==> src/rtl/pipe_stage_reg.sv <==
`default_nettype none
// ============================================================================
//  Module      : pipe_stage_reg
//  Description : Generic inter-stage pipeline register with per-lane valid,
//                hold/bubble/advance/flush control, sticky sideband and
//                saturating bubble/hold profiling counters.
//  Revision    : 1.0  initial release
// ============================================================================
module pipe_stage_reg #(
    parameter int                 DATA_W    = 64,
    parameter int                 LANES     = 1,
    parameter int                 STICKY_W  = 1,
    parameter int                 STAGE     = 2,
    parameter int                 STALL_W   = 6,
    parameter logic [DATA_W-1:0]  NOP_VALUE = '0,
    parameter int                 CNT_W     = 16
) (
    input  logic                      clk,
    input  logic                      rst,
    input  logic [STALL_W-1:0]        stall,
    input  logic                      flush,
    input  logic [LANES-1:0]          in_valid,
    input  logic [LANES*DATA_W-1:0]   in_data,
    input  logic [STICKY_W-1:0]       in_sticky,
    input  logic                      cnt_clr,
    output logic [LANES-1:0]          out_valid,
    output logic [LANES*DATA_W-1:0]   out_data,
    output logic [STICKY_W-1:0]       out_sticky,
    output logic [CNT_W-1:0]          bubble_cnt,
    output logic [CNT_W-1:0]          hold_cnt,
    output logic                      stall_err
);

    localparam logic [CNT_W-1:0]        C_CNT_MAX  = '1;
    localparam logic [LANES*DATA_W-1:0] C_NOP_ALL  = {LANES{NOP_VALUE}};

    // Stall control decode
    logic w_stall_me;
    logic w_stall_dn;
    logic w_flush;
    logic w_bubble;
    logic w_hold;
    logic w_advance;
    logic w_illegal;

    assign w_stall_me = stall[STAGE];
    assign w_stall_dn = stall[STAGE+1];
    assign w_flush    = flush;
    assign w_bubble   = !flush &&  w_stall_me && !w_stall_dn;
    assign w_hold     = !flush &&  w_stall_me &&  w_stall_dn;
    assign w_advance  = !flush && !w_stall_me;
    assign w_illegal  = !w_stall_me && w_stall_dn;

    // Empty lanes carry NOP_VALUE so downstream never sees stale payload
    logic [LANES*DATA_W-1:0] w_adv_data;

    for (genvar k = 0; k < LANES; k++) begin : g_lane
        assign w_adv_data[k*DATA_W +: DATA_W] =
            in_valid[k] ? in_data[k*DATA_W +: DATA_W] : NOP_VALUE;
    end

    // Next counter values: clear beats increment, increments saturate
    logic [CNT_W-1:0] w_bubble_next;
    logic [CNT_W-1:0] w_hold_next;

    always_comb begin
        w_bubble_next = bubble_cnt;
        w_hold_next   = hold_cnt;
        if (cnt_clr) begin
            w_bubble_next = '0;
            w_hold_next   = '0;
        end else begin
            if (w_bubble && (bubble_cnt != C_CNT_MAX)) begin
                w_bubble_next = bubble_cnt + CNT_W'(1);
            end
            if (w_hold && (hold_cnt != C_CNT_MAX)) begin
                w_hold_next = hold_cnt + CNT_W'(1);
            end
        end
    end

    // Payload, valid and sideband registers
    always_ff @(posedge clk or negedge rst) begin
        if (!rst) begin
            out_valid  <= '0;
            out_data   <= C_NOP_ALL;
            out_sticky <= '0;
        end else if (w_flush) begin
            out_valid  <= '0;
            out_data   <= C_NOP_ALL;
            out_sticky <= '0;
        end else if (w_bubble) begin
            // Sideband survives the bubble (e.g. delay-slot flag)
            out_valid  <= '0;
            out_data   <= C_NOP_ALL;
        end else if (w_advance) begin
            out_valid  <= in_valid;
            out_data   <= w_adv_data;
            out_sticky <= in_sticky;
        end
    end

    // Profiling counters and illegal-stall flag
    always_ff @(posedge clk or negedge rst) begin
        if (!rst) begin
            bubble_cnt <= '0;
            hold_cnt   <= '0;
            stall_err  <= 1'b0;
        end else begin
            bubble_cnt <= w_bubble_next;
            hold_cnt   <= w_hold_next;
            if (w_illegal) begin
                stall_err <= 1'b1;
            end
        end
    end

endmodule
`default_nettype wire
==> config.mk <==
export PLATFORM = sky130hd
export DESIGN_NAME = pipe_stage_reg
export DESIGN_NICKNAME = d
export VERILOG_FILES = /design/src/rtl/pipe_stage_reg.sv
export SDC_FILE = /design/constraint.sdc
export NUM_CORES = 1
export LEC_CHECK = 0
export BUFFER_PORTS_ARGS = -buffer_cell sky130_fd_sc_hd__buf_4
export CORE_MARGIN = 3
export CORE_UTILIZATION = 50
export CTS_BUF_LIST = sky130_fd_sc_hd__clkbuf_8 sky130_fd_sc_hd__clkbuf_16
export DETAILED_ROUTE_END_ITERATION = 10
export PLACE_DENSITY = 0.87
export SLEW_MARGIN = 20
export SYNTH_ARGS = -nofsm -noshare
export SYNTH_HDL_FRONTEND = slang
export SYNTH_SLANG_ARGS = --single-unit
export TNS_END_PERCENT = 30
==> constraint.sdc <==
create_clock -name clk -period 2.8 [get_ports clk]
set_input_delay 0.14 -clock clk [delete_from_list [all_inputs] [get_ports clk]]
set_output_delay 0.14 -clock clk [all_outputs]
set_load 0.03 [all_outputs]
==> impl_metrics.env, run 1 <==
export IMPL_worst_slew_margin_rel=0.558
export IMPL_critPathMaxFanout=23
export IMPL_crit_end="hold_cnt[13]"
export IMPL_critPathCaptureType="register"
export IMPL_ir_worst_vdd_uv=291
export IMPL_die_h_um=97.7
export IMPL_dieArea_um2=9550
export IMPL_yosys_warnings=0
export IMPL_final_nets=638
export IMPL_dominantRegCellSynth="dfrtp_1"
export IMPL_power_leakage_nw=3.09
export IMPL_rr_worst_depth=5
export IMPL_seq_area_um2=2480
export IMPL_tightestPinTransition_ns=0.663
export IMPL_multi_input_area_um2=1600
export IMPL_start_kind="input pin"
export IMPL_num_fill_cells=476
export IMPL_routed_wl_um=14100
export IMPL_report_final_setup_viol=0
export IMPL_antenna_found_initial=0
export IMPL_hold_class="in -> reg"
export IMPL_syn_inst=348
export IMPL_gr_usage_met3=0.0660
export IMPL_dr_first_iter_drc_count=192
export IMPL_min_from="in_data[47]"
export IMPL_ys_ff_latch=99
export IMPL_r2r_slack_ns=0.70
export IMPL_yosysUniqueCellTypes=47
export IMPL_vias=4055
export IMPL_portBuffers=170
export IMPL_grt_busiest_layer="met2"
export IMPL_grt_max_degree=66
export IMPL_fin_crit_ns=2.34
export IMPL_wl_per_cell_um=21.2
export IMPL_grtUsageMet2=0.483
export IMPL_cellPowerDensity_nw_per_um2=443
export IMPL_finalHoldViolCount=0
export IMPL_cts_buffer_depth=2
export IMPL_maxCapViolCount=0
export IMPL_grt_pass1_wl_um=21500
export IMPL_area_growth_pct=48.5
export IMPL_rsz0062_at_grt="no"
export IMPL_critical_path_class="in -> reg"
export IMPL_synth_area_leaders="dfrtp_1, a22o_1, a21oi_1"
export IMPL_cts_tree="yes"
export IMPL_fin_crit_sh=0.835
export IMPL_core_area_um2=7930
export IMPL_avgSynthCellArea_um2=12.1
export IMPL_reg2reg_from="hold_cnt[0]"
export IMPL_drv_slew=0
export IMPL_synth_nets=426
export IMPL_cts_root_buf="clkbuf_8"
export IMPL_clock_fmax_mhz=428
export IMPL_syn_area_um2=4210
export IMPL_status="completed"
export IMPL_rows=32
export IMPL_cts_sinks=99
export IMPL_drive_above_1_share=0.356
export IMPL_r2r_end="hold_cnt[14]"
export IMPL_clk_latency_ns=0.35
export IMPL_n_antenna_cell=0
export IMPL_overflow=0
export IMPL_hpwl_um=8460
export IMPL_cts_buffers=9
export IMPL_drcViolationCount=0
export IMPL_dieWidth_um=97.7
export IMPL_start_util=0.530
export IMPL_cp_startpoint="flush"
export IMPL_finClkSkew_ns=0.0116
export IMPL_firstDrtPassIters=5
export IMPL_drtAntennaViolNets=0
export IMPL_gp_routability_congestion=0.807
export IMPL_tns_ns=0
export IMPL_vias_per_cell=6.08
export IMPL_yosysTopAreaCell="dfrtp_1"
export IMPL_htree_levels=3
export IMPL_cp_required_ns=3.09
export IMPL_post_cts_buffers=0
export IMPL_grt_use_total=0.282
export IMPL_met1_usage=0.343
export IMPL_path_clk_slew_ns=0.10
export IMPL_cp_arrival_ns=2.62
export IMPL_synthArstFlopShare=1.00
export IMPL_post_route_util=0.788
export IMPL_first_global_vias=4155
export IMPL_synth_top_cell_area_share=0.589
export IMPL_ys_seq_area_frac=0.589
export IMPL_io_pins=175
export IMPL_synth_enable_flop_cells=0
==> kinds of logic after synthesis <==
logic type                 synth area share
and+or+nand+nor                       0.138
muxes                                0.0208
buffers and inverters                0.0309
DFF                                   0.589
adders and majority gates           0.00595
AOI/OAI and AO/OA                     0.215
==> placed cells by master (no fill, tap or decap), types with 2 or more instances in the layout <==
cell           Yosys  layout
inv_6              0       2
nand3b_1           2       2
mux2i_1            2       2
a22o_1            64      64
clkinvlp_4         0       2
buf_4              0     175
a21o_1             2       2
o41ai_1            6       6
nand2_1           12      12
nor3b_2            1       2
and3_1             4       4
mux2_1             6       6
or2_1              2       2
nor4_1             2       2
nor4_2             2       2
nor2_1            12      12
a21oi_1           20      20
a31oi_1            2       2
o311ai_0           3       3
or3_1              4       4
dfrtp_1           99      99
o21ai_0            7       7
o31ai_1            7       7
nor2b_1            6       6
nand4_1            6       6
or4_1             10      10
clkbuf_8           0      11
nor3_1             6       6
and4_1             3       3
inv_1              7       7
nand3_1           10      10
ha_1               2       2
dlygate4sd3_1      0      50
==> sequential cells by signal, summed over array words and instances (netlist names) <==
name / flops
out_data: 64
out_valid: 1
bubble_cnt: 16
stall_err: 1
out_sticky: 1
hold_cnt: 16
==> power by group <==
| group | switching (W) | total, W | internal, W |
|---|---|---|---|
| logic | 0.000200 | 0.000380 | 0.000180 |
| registers | 0.0000273 | 0.00149 | 0.00146 |
| clock network | 0.000516 | 0.000901 | 0.000385 |
| total | 0.000743 | 0.00277 | 0.00203 |
==> how the worst min path moves through the flow <==
stage	slack [ns]	cells past startpoint	to
global placement	0.16	1	bubble_cnt[14]
floorplan	-0.16	0	bubble_cnt[0]
global route	-0.004	2	out_data[61]
finish	0.004	2	out_data[47]
detailed placement	0.16	1	bubble_cnt[14]
CTS	0.001	2	out_data[1]
==> critical path, cell delays in order <==
cell	delay (ns)
dlygate4sd3_1	0.54
buf_4	0.16
and3b_2	0.54
nand4_1	0.47
or4_1	0.61
a21oi_1	0.15
==> cell type report <==
cell class,instances,share of cell area
clock buffers,11,0.0242
clock inverters,5,0.00701
well taps,102,0.0204
flip-flops and latches,99,0.397
multi-input cells,218,0.257
repair buffers,225,0.291
inverters,7,0.00421
==> routing by layer <==
metal  share of wire  vias up
met5               0        -
li1                -     1763
met2            0.52      240
met1            0.37     2017
met4           0.033        0
met3           0.077       35
==> timing repair <==
item / in CTS / in global routing
gates resized for setup: 0 / 0
setup endpoints to repair: 0 / 0
endpoints found under the hold margin: 88 / 2
hold buffers: 48 / 2
==> stage by stage <==
stage	hold WS [ns]	cells	power, W	setup slack [ns]	cell area (um2)
3_3_place_gp	0.156	601	0.00181	0.772	5550
3_5_place_dp	0.159	601	0.00182	0.728	5550
6_report	0.00432	667	0.00277	0.462	6240
4_1_cts	0.00133	665	0.00276	0.539	6220
5_1_grt	-0.00435	667	0.00287	0.336	6240
2_1_floorplan	-0.156	348	0.00164	0.746	4210
==> Yosys cell counts, types with 5 or more instances <==
master	count
a21oi_1	20
nor2b_1	6
mux2_1	6
inv_1	7
nand3_1	10
nor3_1	6
o21ai_0	7
nand2_1	12
nor2_1	12
o31ai_1	7
nand4_1	6
a22o_1	64
buf_2	5
o41ai_1	6
or4_1	10
dfrtp_1	99
clkbuf_1	15
Note: power is estimated with default switching activity, not from simulation.
==> inputs of run 2 (changes only) <==
--- a/config.mk
+++ b/config.mk
@@ -5,12 +5,13 @@
 export SDC_FILE = /design/constraint.sdc
 export NUM_CORES = 1
 export LEC_CHECK = 0
+export ABC_AREA = 1
 export BUFFER_PORTS_ARGS = -buffer_cell sky130_fd_sc_hd__buf_4
 export CORE_MARGIN = 3
-export CORE_UTILIZATION = 50
+export CORE_UTILIZATION = 49
 export CTS_BUF_LIST = sky130_fd_sc_hd__clkbuf_8 sky130_fd_sc_hd__clkbuf_16
 export DETAILED_ROUTE_END_ITERATION = 10
-export PLACE_DENSITY = 0.87
+export PLACE_DENSITY = 0.84
 export SLEW_MARGIN = 20
 export SYNTH_ARGS = -nofsm -noshare
 export SYNTH_HDL_FRONTEND = slang
==> constraint.sdc (replaced) <==
create_clock -name clk -period 2.2 [get_ports clk]
set_input_delay 0.11 -clock clk [delete_from_list [all_inputs] [get_ports clk]]
set_output_delay 0.11 -clock clk [all_outputs]
set_load 0.03 [all_outputs]
==> run 2 against run 1 <==
Compared with the run above:
- critical path type is now reg -> reg
- highest routed layer unchanged
- critical endpoint is now hold_cnt[10]
- final area up 2.6%
- register-to-register slack worse by 0.44 ns
- utilization decreased by 6.3 points
- die area increased by 9.7%
==> impl_metrics.env, run 2 <==
export IMPL_rsz0062_at_grt="no"
export IMPL_p_seq_frac=0.530
export IMPL_power_switching_w=0.000952
export IMPL_postCtsHoldBufs=21
export IMPL_drive_above_1_share=0.311
export IMPL_p_int_w=0.00261
export IMPL_rr_worst_depth=10
export IMPL_n_antenna_cell=0
export IMPL_dieArea_um2=10500
export IMPL_yosysUniqueCellTypes=24
export IMPL_slowest_delay_ns=0.44
export IMPL_start_kind="register"
export IMPL_largestRegisters="out_data (64), bubble_cnt (16), hold_cnt (16)"
export IMPL_io_pins=175
export IMPL_cp_common_cell="nand2_1"
export IMPL_antenna_found_initial=0
export IMPL_status="completed"
export IMPL_synth_most_common_cell="nand2_1"
export IMPL_path_clk_slew_ns=0.11
export IMPL_critPathMaxFanout=9
export IMPL_switching_share=0.267
export IMPL_maxCapViolCount=0
export IMPL_area_growth_pct=41.0
export IMPL_cts_resized=0
export IMPL_synth_area_leaders="dfrtp_1, a32o_1, nand2_1"
export IMPL_finalHoldViolCount=0
export IMPL_synth_enable_flop_cells=0
export IMPL_drcViolationCount=0
export IMPL_worst_slew_margin_rel=0.548
export IMPL_reg2reg_from="hold_cnt[0]"
export IMPL_cp_required_ns=2.42
export IMPL_wl_per_cell_um=17.4
export IMPL_clock_power_share=0.333
export IMPL_layout_common_cells="buf_4, nand2_1, dfrtp_1"
export IMPL_cts_root_buf="clkbuf_8"
export IMPL_layout_commonest_cell="buf_4"
export IMPL_r2r_end="hold_cnt[10]"
export IMPL_top_register="out_data"
export IMPL_die_h_um=102
export IMPL_min_to="out_data[34]"
export IMPL_finClkSkew_ns=0.0169
export IMPL_tightestPinTransition_ns=0.678
export IMPL_routed_wl_um=13500
export IMPL_syn_area_um2=4550
export IMPL_drv_slew=0
export IMPL_drtAntennaViolNets=0
export IMPL_cts_buffer_depth=2
export IMPL_cts_sinks=99
export IMPL_firstDrtPassIters=5
export IMPL_synth_nets=549
export IMPL_overflow=0
export IMPL_cts_buffers=9
export IMPL_critical_path_class="reg -> reg"
export IMPL_cts_tree="yes"
export IMPL_hpwl_um=8890
export IMPL_grt_use_total=0.254
export IMPL_critPathCaptureType="register"
export IMPL_num_fill_cells=629
export IMPL_combPwrFrac=0.138
export IMPL_first_global_vias=4339
export IMPL_dr_first_iter_drc_count=216
export IMPL_crit_slowest_cell="dfrtp_1"
export IMPL_avgSynthCellArea_um2=9.65
export IMPL_gp_routability_congestion=0.882
export IMPL_report_final_setup_viol=0
export IMPL_tns_ns=0
export IMPL_rows=34
export IMPL_dominantRegCellSynth="dfrtp_1"
export IMPL_start_util=0.514
export IMPL_clock_fmax_mhz=514
export IMPL_portBuffers=170
export IMPL_grt_max_degree=67
export IMPL_post_cts_buffers=0
export IMPL_htree_levels=3
export IMPL_vias_per_cell=5.63
export IMPL_yosys_warnings=0
export IMPL_syn_inst=471
export IMPL_cp_arrival_ns=2.17
export IMPL_fin_crit_sh=0.884
export IMPL_yosysTopAreaCell="dfrtp_1"
export IMPL_r2r_slack_ns=0.26
export IMPL_worst_path_buf_inv=2
export IMPL_synth_commonest_cells="nand2_1, dfrtp_1, a32o_1"
export IMPL_grt_pass1_wl_um=21000
export IMPL_core_area_um2=8850
export IMPL_min_from="in_data[34]"
export IMPL_synthArstFlopShare=1.00
export IMPL_ir_worst_vdd_uv=510
export IMPL_vias=4366
export IMPL_fin_crit_ns=1.94
export IMPL_power_leakage_nw=3.25
export IMPL_whs_ns=0.0154
export IMPL_ys_ff_latch=99
export IMPL_final_nets=741
export IMPL_min_path_cells=2
export IMPL_ys_seq_area_frac=0.545
export IMPL_largest_register_ffs=64
export IMPL_clk_latency_ns=0.35
export IMPL_synth_top_cell_area_share=0.545
export IMPL_cp_top_family="simple AND/OR/NAND/NOR gates"
export IMPL_hold_class="in -> reg"
export IMPL_dieWidth_um=102
export IMPL_path_cells="ha_1 > nand2_1 > nor2_2 > nand2_2 > inv_1 > nand2_1 > nand3_1 > clkinv_1 > nand2_1 > nand2_1"
export IMPL_cellPowerDensity_nw_per_um2=556
run 2: cell count changes after synthesis, sizes merged, moves of 25 or more:
cell | before | now
nand3 | 10 | 35
nand2 | 12 | 130
a32o | 0 | 64
nor2 | 12 | 40
inv | 7 | 33
a22o | 64 | 1
run 2: routing by layer:
metal | GRT usage | wire [um] | share of wire
met4 | 0.0555 | 227 | 0.017
met1 | 0.305 | 5160 | 0.38
met5 | 0 | 0 | 0
met2 | 0.440 | 7010 | 0.52
met3 | 0.0908 | 1140 | 0.084
run 2: cells by family after synthesis:
group | share of synthesized area
simple gates | 0.216
buf+inv | 0.0548
xor+xnor | 0.0193
fa+ha+maj | 0.00550
compound gates | 0.159
flops | 0.545
run 2: final cells by class:
type / instances / area (um2) / share of cell area
tap: 108 / 135 / 0.0211
multi-input combinational: 312 / 1830 / 0.285
timing repair buffer: 207 / 1640 / 0.256
sequential: 99 / 2480 / 0.386
clock buffer: 9 / 124 / 0.0193
inverter: 34 / 128 / 0.0199
clock inverter: 7 / 76.3 / 0.0119
run 2: worst register-to-register path, stage by stage, from the launching register on:
cell and delay, ns:
dfrtp_1 0.44, ha_1 0.24, nand2_1 0.08, nor2_2 0.16, nand2_2 0.12, inv_1 0.11, nand2_1 0.08, nand3_1 0.09
clkinv_1 0.26, nand2_1 0.15, nand2_1 0.08
run 2: power groups by stage:
stage | logic [W] | clock network, W | registers (W)
final | 0.000490 | 0.00118 | 0.00189
after global placement | 0.000434 | 0 | 0.00192
after detailed placement | 0.000445 | 0 | 0.00192
after floorplan | 0.000117 | 0 | 0.00200
after CTS | 0.000475 | 0.00121 | 0.00189
after global routing | 0.000524 | 0.00129 | 0.00189
run 2: how the worst max path moves through the flow:
stage                            from           end  slack [ns]  cells after the start
final                     hold_cnt[0]  hold_cnt[10]        0.26                     10
after global routing      hold_cnt[1]  hold_cnt[10]        0.11                     10
after CTS                 hold_cnt[0]  hold_cnt[10]        0.26                     10
after detailed placement  hold_cnt[0]  hold_cnt[10]        0.33                     10
after global placement    hold_cnt[1]   hold_cnt[4]        0.46                     10
after floorplan           hold_cnt[1]   hold_cnt[2]        0.47                     10
run 2: through the flow:
stage,cells,utilization,cell area (um2),power [W],setup WS [ns]
after detailed placement,730,0.668,5910,0.00237,0.335
after floorplan,471,-,4550,0.00212,0.473
final,776,0.724,6410,0.00356,0.256
after CTS,767,0.714,6320,0.00357,0.265
after global placement,730,0.668,5910,0.00235,0.458
after global routing,776,0.724,6410,0.00370,0.107
==> inputs of run 3 (changes only) <==
--- a/config.mk
+++ b/config.mk
@@ -12,6 +12,7 @@
 export CTS_BUF_LIST = sky130_fd_sc_hd__clkbuf_8 sky130_fd_sc_hd__clkbuf_16
 export DETAILED_ROUTE_END_ITERATION = 10
 export PLACE_DENSITY = 0.84
+export RECOVER_POWER = 25
 export SLEW_MARGIN = 20
 export SYNTH_ARGS = -nofsm -noshare
 export SYNTH_HDL_FRONTEND = slang
==> constraint.sdc (replaced) <==
create_clock -name clk -period 1.8 [get_ports clk]
set_input_delay 0.09 -clock clk [delete_from_list [all_inputs] [get_ports clk]]
set_output_delay 0.09 -clock clk [all_outputs]
set_load 0.03 [all_outputs]
==> run 3 against run 2 <==
Compared with the run above:
- maximum frequency increased by 16%
- count of clock-buffer cells in the layout increased by 1
- sequential power increased by 22%
- clock power increased by 21%
- largest power group unchanged
==> impl_metrics.env, run 3 (synthesized netlist as in run 2, its figures left out) <==
export IMPL_path_clk_slew_ns=0.10
export IMPL_drtAntennaViolNets=0
export IMPL_grt_max_degree=66
export IMPL_min_to="hold_cnt[7]"
export IMPL_start_kind="register"
export IMPL_grt_use_total=0.287
export IMPL_overflow=0
export IMPL_largestRegisters="out_data (64), bubble_cnt (16), hold_cnt (16)"
export IMPL_top_register="out_data"
export IMPL_ir_worst_vdd_uv=387
export IMPL_p_seq_frac=0.520
export IMPL_drive_above_1_share=0.311
export IMPL_layout_common_cells="buf_4, nand2_1, dfrtp_1"
export IMPL_die_h_um=102
export IMPL_critPathCaptureType="register"
export IMPL_maxCapViolCount=0
export IMPL_slowest_delay_ns=0.43
export IMPL_r2r_end="bubble_cnt[7]"
export IMPL_cp_required_ns=2.10
export IMPL_htree_levels=3
export IMPL_gp_routability_congestion=0.871
export IMPL_dieArea_um2=10500
export IMPL_min_path_cells=4
export IMPL_routed_wl_um=15000
export IMPL_core_area_um2=8850
export IMPL_path_cells="ha_1 > nand2_2 > nor2_4 > nand2_4 > nor2_4 > nor2_2 > nor2_4 > buf_12 > nand2_1 > nand2_1"
export IMPL_dr_first_iter_drc_count=267
export IMPL_numPlacedInstances=738
export IMPL_largest_register_ffs=64
export IMPL_cts_buffers=9
export IMPL_finalHoldViolCount=0
export IMPL_vias_per_cell=5.67
export IMPL_cts_buffer_depth=2
export IMPL_status="completed"
export IMPL_rr_worst_depth=10
export IMPL_tightestPinTransition_ns=1.08
export IMPL_post_dp_cell_area_um2=6010
export IMPL_layout_commonest_cell="buf_4"
export IMPL_final_nets=789
export IMPL_first_global_vias=4688
export IMPL_n_antenna_cell=0
export IMPL_antenna_found_initial=0
export IMPL_combPwrFrac=0.157
export IMPL_final_instance_count_excl_fill=824
export IMPL_critPathMaxFanout=12
export IMPL_clock_fmax_mhz=596
export IMPL_cts_sinks=99
export IMPL_total_power_w=0.00444
export IMPL_fin_crit_sh=0.932
export IMPL_num_fill_cells=564
export IMPL_clk_latency_ns=0.36
export IMPL_critical_path_class="reg -> reg"
export IMPL_start_util=0.514
export IMPL_crit_slowest_cell="dfrtp_1"
export IMPL_grt_pass1_wl_um=23400
export IMPL_cts_root_buf="clkbuf_8"
export IMPL_area_growth_pct=51.8
export IMPL_cellPowerDensity_nw_per_um2=643
export IMPL_clock_power_share=0.322
export IMPL_fin_crit_ns=1.68
export IMPL_io_pins=175
export IMPL_dieWidth_um=102
export IMPL_drv_slew=0
export IMPL_finClkSkew_ns=0.00599
export IMPL_r2r_slack_ns=0.12
export IMPL_fin_area_um2=6900
export IMPL_cts_tree="yes"
export IMPL_portBuffers=170
export IMPL_drcViolationCount=0
export IMPL_hold_class="in -> reg"
export IMPL_firstDrtPassIters=5
export IMPL_reg2reg_from="bubble_cnt[1]"
export IMPL_power_leakage_nw=3.46
export IMPL_rows=34
export IMPL_post_route_util=0.780
export IMPL_switching_share=0.285
export IMPL_hpwl_um=8860
export IMPL_p_int_w=0.00317
export IMPL_min_from="cnt_clr"
export IMPL_power_switching_w=0.00127
export IMPL_report_final_setup_viol=0
export IMPL_cp_arrival_ns=1.98
export IMPL_whs_ns=0.0503
export IMPL_worst_slew_margin_rel=0.281
export IMPL_vias=4670
export IMPL_cp_common_cell="nor2_4"
export IMPL_wl_per_cell_um=18.2
run 3: changes by cell type in the layout (fill, tap and decap cells not counted), sizes merged:
cell,change
clkbuf,+2
bufinv,-1
clkinv,+1
buf,+8
dlygate4sd3,+38
run 3: final cells by class:
type	instances	area [um2]	area share
Sequential cell	99	2480	0.359
Timing Repair Buffer	254	2120	0.308
Multi-Input combinational cell	312	1830	0.266
Clock buffer	10	138	0.0199
Tap cell	108	135	0.0196
Inverter	34	131	0.0190
Clock inverter	6	56.3	0.00816
Timing Repair inverter	1	5.00	0.000725
run 3: routing by layer:
layer  vias up  track usage  share of wire
li1       2128            -              -
met1      2302        0.343           0.38
met2       205        0.495           0.51
met3        35       0.0860          0.078
met4         0       0.0959          0.028
met5         -            0              0
run 3: what timing repair did:
action	4_1_cts	5_1_grt
hold buffers	66	2
endpoints found under the setup margin	0	22
resized for setup	0	5
setup buffers	0	1
hold endpoints to repair	133	2
run 3: critical path, delay by kind of cell, from the launching register on:
kind	cells	cell delay, ns
flops	1	0.43
buf+inv	1	0.14
simple gates	8	0.79
fa+ha+maj	1	0.25
run 3: metrics by stage:
step,worst slack [ns],TNS (ns)
5_1_grt,-0.0103,-0.0303
3_5_place_dp,0.109,0
4_1_cts,0.0707,0
2_1_floorplan,0.0725,0
3_3_place_gp,0.182,0
6_report,0.122,0
run 3: how the worst max path moves through the flow:
| stage | start | endpoint | slack (ns) | cells after the start |
|---|---|---|---|---|
| floorplan | hold_cnt[1] | hold_cnt[2] | 0.07 | 10 |
| global placement | hold_cnt[0] | hold_cnt[4] | 0.18 | 10 |
| detailed placement | bubble_cnt[0] | bubble_cnt[7] | 0.11 | 9 |
| CTS | bubble_cnt[0] | bubble_cnt[7] | 0.07 | 9 |
| global route | bubble_cnt[1] | bubble_cnt[11] | -0.01 | 10 |
| finish | bubble_cnt[1] | bubble_cnt[7] | 0.12 | 10 |
run 3: power groups by stage:
stage,registers [W],logic [W],clock network (W)
finish,0.00231,0.000698,0.00143
global route,0.00232,0.000736,0.00154
CTS,0.00230,0.000670,0.00143
detailed placement,0.00235,0.000555,0
global placement,0.00234,0.000544,0
floorplan,0.00245,0.000143,0
